[config.mk]
export PLATFORM = sky130hd
export DESIGN_NAME = search_seq_avalon_flat
export DESIGN_NICKNAME = d
export VERILOG_FILES = /design/src/rtl/search_seq_avalon_if.sv /design/src/rtl/search_seq_avalon.sv /design/src/flat_wrapper.sv
export SDC_FILE = /design/constraint.sdc
export NUM_CORES = 1
export LEC_CHECK = 0
export BUFFER_PORTS_ARGS = -buffer_cell sky130_fd_sc_hd__buf_2
export CORE_AREA = 2 2 187 189
export CTS_BUF_LIST = sky130_fd_sc_hd__clkbuf_4 sky130_fd_sc_hd__clkbuf_8
export CTS_CLUSTER_DIAMETER = 100
export DETAILED_ROUTE_END_ITERATION = 7
export DIE_AREA = 0 0 189 191
export GPL_TIMING_DRIVEN = 0
export PLACE_DENSITY = 0.43
export SETUP_SLACK_MARGIN = 0.05
export SYNTH_ARGS = -nofsm -noshare
export SYNTH_HDL_FRONTEND = slang
export SYNTH_SLANG_ARGS = --single-unit
export TNS_END_PERCENT = 10
[constraint.sdc]
create_clock -name clk -period 8 [get_ports clk]
set_clock_uncertainty 0.2 [all_clocks]
set_input_delay 1.6 -clock clk [delete_from_list [all_inputs] [get_ports clk]]
set_output_delay 1.6 -clock clk [all_outputs]
set_load 0.01 [all_outputs]
[src/rtl/search_seq_avalon_if.sv]
// search_seq_avalon_if
// Groups the Avalon-MM slave register port and the search-memory read port
// of search_seq_avalon.
//   chipselect/address/write/writedata/byteenable/read : register access in
//   readdata    : combinational register read data
//   mem_addr    : word address presented to the search memory
//   mem_rd      : one-cycle memory read request
//   mem_rdata   : memory read data
//   mem_rvalid  : mem_rdata valid strobe
//   irq         : level interrupt (DONE & IEN)
// Modport slave is the search engine side, master is the host/memory side.
interface search_seq_avalon_if #(
    parameter int AW = 16
);
    logic          chipselect;
    logic [2:0]    address;
    logic          write;
    logic [31:0]   writedata;
    logic [3:0]    byteenable;
    logic          read;
    logic [31:0]   readdata;
    logic [AW-1:0] mem_addr;
    logic          mem_rd;
    logic [31:0]   mem_rdata;
    logic          mem_rvalid;
    logic          irq;

    modport slave (
        input  chipselect, address, write, writedata, byteenable, read,
        input  mem_rdata, mem_rvalid,
        output readdata, mem_addr, mem_rd, irq
    );

    modport master (
        output chipselect, address, write, writedata, byteenable, read,
        output mem_rdata, mem_rvalid,
        input  readdata, mem_addr, mem_rd, irq
    );
endinterface

[src/rtl/search_seq_avalon.sv]
// search_seq_avalon
// Sequential linear search engine. Software programs KEY, BASE and LENGTH
// through the register port, writes START, and the engine reads memory words
// BASE+idx (wrapping modulo 2^AW) one at a time until a word equals KEY or
// LENGTH words have been examined. RESULT holds the matching index (or all
// ones when nothing matched) and COUNT the number of words compared.
// Ports:
//   clk   : single clock, rising edge
//   reset : synchronous, active-high
//   bus   : search_seq_avalon_if.slave (register port, memory port, irq)
// Register map (word address):
//   0 CTRL   bit0 START (pulse), bit1 ABORT (pulse), bit2 IEN
//   1 STATUS bit0 BUSY, bit1 DONE, bit2 FOUND (read-only)
//   2 KEY, 3 BASE, 4 LENGTH, 5 RESULT (ro), 6 COUNT (ro), 7 reads 0
module search_seq_avalon #(
    parameter int AW = 16
) (
    input  logic                 clk,
    input  logic                 reset,
    search_seq_avalon_if.slave   bus
);

    typedef enum logic [2:0] {IDLE, ISSUE, WAIT, CHECK, FINISH} state_t;

    state_t        state;
    logic [31:0]   key_q;
    logic [AW-1:0] base_q;
    logic [AW:0]   length_q;
    logic [AW:0]   idx_q;
    logic [AW:0]   idx_inc;
    logic [31:0]   result_q;
    logic [31:0]   count_q;
    logic [31:0]   rdata_q;
    logic          ien_q;
    logic          busy_q;
    logic          done_q;
    logic          found_q;

    logic          wr_en;
    logic          ctrl_wr;
    logic          start_req;
    logic          abort_req;
    logic [31:0]   be_mask;

    assign idx_inc   = idx_q + {{AW{1'b0}}, 1'b1};
    assign wr_en     = bus.chipselect & bus.write;
    // START/ABORT/IEN all live in byte 0, so a CTRL write without byte 0 does nothing.
    assign ctrl_wr   = wr_en && (bus.address == 3'd0) && bus.byteenable[0];
    // ABORT wins over a simultaneous START, even when the engine is idle.
    assign start_req = ctrl_wr & bus.writedata[0] & ~bus.writedata[1];
    assign abort_req = ctrl_wr & bus.writedata[1];
    assign be_mask   = {{8{bus.byteenable[3]}}, {8{bus.byteenable[2]}},
                        {8{bus.byteenable[1]}}, {8{bus.byteenable[0]}}};

    assign bus.irq   = done_q & ien_q;

    always_ff @(posedge clk) begin
        if (reset) begin
            state       <= IDLE;
            key_q       <= '0;
            base_q      <= '0;
            length_q    <= '0;
            idx_q       <= '0;
            result_q    <= '0;
            count_q     <= '0;
            rdata_q     <= '0;
            ien_q       <= 1'b0;
            busy_q      <= 1'b0;
            done_q      <= 1'b0;
            found_q     <= 1'b0;
            bus.mem_rd   <= 1'b0;
            bus.mem_addr <= '0;
        end else begin
            bus.mem_rd <= 1'b0;

            if (ctrl_wr) begin
                ien_q <= bus.writedata[2];
            end

            // Search parameters are frozen while a search is running.
            if (wr_en && !busy_q) begin
                case (bus.address)
                    3'd2: key_q    <= (bus.writedata & be_mask) | (key_q & ~be_mask);
                    3'd3: base_q   <= (bus.writedata[AW-1:0] & be_mask[AW-1:0]) |
                                      (base_q & ~be_mask[AW-1:0]);
                    3'd4: length_q <= (bus.writedata[AW:0] & be_mask[AW:0]) |
                                      (length_q & ~be_mask[AW:0]);
                    default: ;
                endcase
            end

            if (abort_req && state != IDLE) begin
                // COUNT is deliberately left alone so software sees progress.
                state    <= IDLE;
                busy_q   <= 1'b0;
                done_q   <= 1'b1;
                found_q  <= 1'b0;
                result_q <= 32'hFFFF_FFFF;
            end else begin
                case (state)
                    IDLE: begin
                        if (start_req) begin
                            busy_q  <= 1'b1;
                            done_q  <= 1'b0;
                            found_q <= 1'b0;
                            idx_q   <= '0;
                            count_q <= '0;
                            if (length_q == '0) begin
                                state <= FINISH;
                            end else begin
                                state        <= ISSUE;
                                bus.mem_rd   <= 1'b1;
                                bus.mem_addr <= base_q;
                            end
                        end
                    end
                    ISSUE: state <= WAIT;
                    // mem_rvalid is only looked at here, so stale responses are dropped.
                    WAIT: begin
                        if (bus.mem_rvalid) begin
                            rdata_q <= bus.mem_rdata;
                            state   <= CHECK;
                        end
                    end
                    CHECK: begin
                        count_q <= count_q + 32'd1;
                        if (rdata_q == key_q) begin
                            result_q <= {{(31-AW){1'b0}}, idx_q};
                            found_q  <= 1'b1;
                            state    <= FINISH;
                        end else if (idx_inc == length_q) begin
                            state <= FINISH;
                        end else begin
                            idx_q        <= idx_inc;
                            bus.mem_addr <= base_q + idx_inc[AW-1:0];
                            bus.mem_rd   <= 1'b1;
                            state        <= ISSUE;
                        end
                    end
                    FINISH: begin
                        busy_q <= 1'b0;
                        done_q <= 1'b1;
                        if (!found_q) begin
                            result_q <= 32'hFFFF_FFFF;
                        end
                        state <= IDLE;
                    end
                    default: state <= IDLE;
                endcase
            end
        end
    end

    always_comb begin
        bus.readdata = '0;
        if (bus.chipselect && bus.read) begin
            case (bus.address)
                3'd0: bus.readdata = {29'd0, ien_q, 2'b00};
                3'd1: bus.readdata = {29'd0, found_q, done_q, busy_q};
                3'd2: bus.readdata = key_q;
                3'd3: bus.readdata = {{(32-AW){1'b0}}, base_q};
                3'd4: bus.readdata = {{(31-AW){1'b0}}, length_q};
                3'd5: bus.readdata = result_q;
                3'd6: bus.readdata = count_q;
                default: bus.readdata = '0;
            endcase
        end
    end

endmodule

[src/flat_wrapper.sv]
// flat-port wrapper written by rule: the top's interface ports become plain ports
module search_seq_avalon_flat 
#(
    parameter int AW = 16
)
  (clk, reset, bus_chipselect, bus_address, bus_write, bus_writedata, bus_byteenable, bus_read, bus_mem_rdata, bus_mem_rvalid, bus_readdata, bus_mem_addr, bus_mem_rd, bus_irq);
  search_seq_avalon_if #(.AW(AW)) bus_i ();
  input  logic clk;
  input  logic reset;
  input wire logic [$bits(bus_i.chipselect)-1:0] bus_chipselect;
  input wire logic [$bits(bus_i.address)-1:0] bus_address;
  input wire logic [$bits(bus_i.write)-1:0] bus_write;
  input wire logic [$bits(bus_i.writedata)-1:0] bus_writedata;
  input wire logic [$bits(bus_i.byteenable)-1:0] bus_byteenable;
  input wire logic [$bits(bus_i.read)-1:0] bus_read;
  input wire logic [$bits(bus_i.mem_rdata)-1:0] bus_mem_rdata;
  input wire logic [$bits(bus_i.mem_rvalid)-1:0] bus_mem_rvalid;
  output wire logic [$bits(bus_i.readdata)-1:0] bus_readdata;
  output wire logic [$bits(bus_i.mem_addr)-1:0] bus_mem_addr;
  output wire logic [$bits(bus_i.mem_rd)-1:0] bus_mem_rd;
  output wire logic [$bits(bus_i.irq)-1:0] bus_irq;
  assign bus_i.chipselect = bus_chipselect;
  assign bus_i.address = bus_address;
  assign bus_i.write = bus_write;
  assign bus_i.writedata = bus_writedata;
  assign bus_i.byteenable = bus_byteenable;
  assign bus_i.read = bus_read;
  assign bus_i.mem_rdata = bus_mem_rdata;
  assign bus_i.mem_rvalid = bus_mem_rvalid;
  assign bus_readdata = bus_i.readdata;
  assign bus_mem_addr = bus_i.mem_addr;
  assign bus_mem_rd = bus_i.mem_rd;
  assign bus_irq = bus_i.irq;
  search_seq_avalon #(.AW(AW)) u_core (.clk(clk), .reset(reset), .bus(bus_i));
endmodule
# [After elaboration in Yosys (flattened, before gate mapping)]
# Cells that the tools add are included.
[totals] regBits=202 out_inout_bits=50
[op_classes] n_eq_ne=21 n_reduce_logical=27 n_bitwise=19 addsub=3 n_mux=35
[op_table] operator="$pmux 32 s7" n=1
[op_table] operator="$mux 32" n=5
[op_table] operator="$pmux 32 s2" n=2
[op_table] operator="$and 32x32->32" n=2
[op_table] operator="$mux 16" n=4
[op_table] operator="$mux 17" n=3
[op_table] operator="$and 17x17->17" n=2
[op_table] operator="$pmux 17 s2" n=1
[op_table] operator="$add 32x1->32 const B" n=1
[op_table] operator="$and 16x16->16" n=2
[op_table] operator="$eq 32x32->1" n=1
[op_table] operator="$not 32->32" n=1
[op_table] operator="$or 32x32->32" n=1
[op_table] operator="$pmux 16 s2" n=1
[op_table] operator="$add 17x1->17 const B" n=1
[op_table] operator="$eq 17x17->1" n=1
[op_table] operator="$logic_not 17->1" n=1
[op_table] operator="$not 17->17" n=1
[op_table] operator="$or 17x17->17" n=1
[op_table] operator="$add 16x16->16" n=1
[op_table] operator="$not 16->16" n=1
[op_table] operator="$or 16x16->16" n=1
[op_table] operator="$mux 3" n=5
[op_table] operator="$eq 3x2->1 const B" n=4
[op_table] operator="other kinds (21)" n=61

# [Longest topological paths before layout]
[depth] depth_word=8 mapped_depth=14

# [Least setup slack after synthesis]
# Ideal clock, no wire load.
[synth_path] kind="input to output" from="in bus_address[1]" to="out bus_readdata[21]" setup_slack_ns=2.914 t_arrival_ns=3.286 path_stages=8 cell_sequence="clkbuf_1 -> nor2b_1 -> clkbuf_1 -> and2_1 -> clkbuf_1 -> clkbuf_1 -> a22oi_1 -> a21oi_1"
[synth_between] elab_chain_len=3 word_cells_on_any_way=9
[synth_rtl] item="from (decl)" line="flat_wrapper.sv:11" source="input wire logic [$bits(bus_i.address)-1:0] bus_address;"
[synth_rtl] item="$eq 3x3->1, or another cell as far along" line="search_seq_avalon.sv:157" source="case (bus.address)"
[synth_rtl] item="$pmux 32 s7 *" line="search_seq_avalon.sv:157"
[synth_rtl] item="$mux 32 *" line="search_seq_avalon.sv:156" source="if (bus.chipselect && bus.read) begin"
[synth_rtl] item="to (decl)" line="flat_wrapper.sv:18" source="output wire logic [$bits(bus_i.readdata)-1:0] bus_readdata;"
# Mark *: on every way between the ends. The rest lies on a longest branch, timed or not.

# [Final worst setup path]
[layout_path] from="in bus_address[1]" to="out bus_readdata[15]"
# The elaborated chain is that of the path after synthesis.

==> results.cfg <==
[sta]
hold_viol = 0
post-route-min-period_ps = 5810
rsz0062_at_grt = false
fin_crit_sh = 0.726
whs_ps = 262
fmaxAchievable_ghz = 0.172
slew-limit-headroom = 0.165
tns_ps = 0
slew_viol_final = 0
final-setup-viol-count = 0
tightest_slew_ps = 1240

[clocking]
root_buffer = clkbuf_8
insertion_delay_ps = 500
clk_path_buf_depth = 2
htree_levels = 4
cts.sinks = 188
holdBufCountCts = 0
post_cts_buffers = 0
cts_inserted_buffers = 17
cts_tree = yes
clkTransAtPathRegs_ps = 100
cts_resized = 0

[drt]
wl_per_cell_um = 20.2
totalWireLength_um = 38100
drt_first_pass_iters = 5
drt_iter0_markers = 725
postRouteAntennaNets = 0
vias_per_cell = 5.15
drc = 0
via_count = 9710

[synth]
synth_area_leaders = dfxtp_1 37%, a21oi_1 7.1%, nand2_1 7.1%
syn-mean-instance-area_sq_um = 7.90
ys_seq_elements = 188
ys_types = 73
synth_edf_count = 0
synth_area_sq_mm = 0.0101
yosysSeqAreaShare = 0.374
yosysTopAreaCell = dfxtp_1
synth_nets = 1369
synth_top_area_share = 0.374
syn_inst = 1274
ys_warn_count = 0
synthArstFlopShare = 0
synth_ff_type = dfxtp_1

[power_and_ir_drop]
static-leakage-power_nw = 4.66
ir_drop_uv = 101
power_mw = 1.74
power_density_mw_per_mm2 = 149

[critical_path]
critPathKind = input port to primary output
reg2reg_to = u_core.bus.mem_addr[15]
endpoint_kind = primary output
cp_max_fo = 10
worstPathArrival_ps = 4010
r2r_start = u_core.idx_q[0]
cp.required_ps = 6200
start_kind = input port
ff2ff_path_depth = 14
r2r_slack_ps = 3660

[floorplanning]
die-width_um = 189
num_rows = 68
io_pins = 127
core_sq_mm = 0.0341
initial_core_util = 0.295
die-area_sq_mm = 0.0361
dieHeight_um = 191

[worst_hold_path]
worstHoldStart = u_core.bus.mem_addr[0]
hold_class = flop to flop
hold-path-endpoint = u_core.bus.mem_addr[0]
hold-path-cell-count = 2

[placed_design]
placed_cell_area_sq_mm = 0.0112
dpl.hpwl_um = 29900
port_buffers = 121
finalWeightedCongestion = 0.902
placed_cells = 1851

[global_routing]
gr-usage-all-layers = 0.210
grt_pass1_wl_um = 56600
grt_max_degree = 20
grt_overflow = 0
antenna_found_initial = 5
first_global_vias = 9222

[flow_run]
maxCapViolCount = 0

[layout]
syn_to_final_growth_pct = 16.0
nets = 1510
final_area_sq_mm = 0.0117
finalNonFillerCells = 1885
layout_commonest_cell = nand2_1
layout-drive-gt1-share = 0.143
final_cell_mix = 189 x nand2_1, 188 x dfxtp_1, 142 x a21oi_1, 130 x nor2_1, 126 x buf_2

[run_status]
status = complete, no violations
==> metal layers <==
metal  GRT usage  vias up  wire, um
li1            -     4789         -
met1       0.283     4561     17700
met2       0.339      308     17300
met3      0.0387       48      2210
met4      0.0676        4       890
met5           0        -        25
==> cells by family after synthesis <==
family	share of synthesized area
adders and majority gates	0.0231
DFF	0.374
AOI/OAI and AO/OA	0.181
muxes	0.0366
and+or+nand+nor	0.250
buffers and inverters	0.0494
xor gates and xnor gates	0.0853
==> cell type report <==
| type | count | area, sq um |
|---|---|---|
| Multi-Input combinational cell | 969 | 5800 |
| Clock inverter | 14 | 168 |
| Tap cell | 455 | 569 |
| Timing Repair Buffer | 122 | 613 |
| Inverter | 24 | 90.1 |
| Buffer | 93 | 407 |
| Fill cell | 3699 | 22500 |
| Sequential cell | 188 | 3760 |
| Clock buffer | 18 | 248 |
| Antenna cell | 2 | 5.00 |
==> synth_stat cells (3+ instances only) <==
library cell,n
and2_1,6
nor2b_1,7
a22o_1,13
xnor2_1,30
nor4_1,18
nor4_4,3
o2bb2ai_1,4
a22oi_1,19
a21o_1,11
and3_1,11
mux2_2,14
xor2_1,68
or2_2,3
a2111oi_0,3
nand2b_1,6
o31ai_1,3
o21ai_0,23
clkbuf_1,76
o211ai_1,3
a211oi_1,5
nor2_1,130
nor3_1,26
buf_2,5
mux2i_1,21
inv_1,23
dfxtp_1,188
a211o_1,3
nand3_1,84
nand4_1,13
a21oi_1,142
a222oi_1,13
nand2_1,189
or3_1,15
ha_1,17
buf_4,8
a221oi_1,5
a31oi_1,19
==> how the worst max path moves through the flow <==
stage,from,to,slack [ps]
floorplan,bus_address[1],bus_readdata[21],2910
global placement,bus_address[1],bus_readdata[1],2240
detailed placement,bus_address[1],bus_readdata[1],2260
CTS,bus_address[1],bus_readdata[1],2240
global route,bus_address[1],bus_readdata[30],1990
finish,bus_address[1],bus_readdata[15],2190
==> worst max-delay path, cell delays in order <==
cell,delay (ps)
buf_2,100
clkbuf_1,440
nor2b_1,190
clkbuf_1,360
clkbuf_1,450
a22o_1,260
a222oi_1,100
nor2_1,290
buf_2,200
==> report_power, final <==
group / switching (mW) / total (mW) / internal, mW
Clock: 0.422 / 0.695 / 0.273
Sequential: 0.00438 / 0.943 / 0.938
Combinational: 0.0701 / 0.0998 / 0.0297
==> stage by stage <==
| stage | util | worst slack, ps |
|---|---|---|
| 2_1_floorplan | - | 2910 |
| 3_3_place_gp | 0.329 | 2240 |
| 3_5_place_dp | 0.330 | 2260 |
| 4_1_cts | 0.342 | 2240 |
| 5_1_grt | 0.342 | 1990 |
| 6_report | 0.342 | 2190 |
Note: power is estimated with default switching activity, not from simulation.
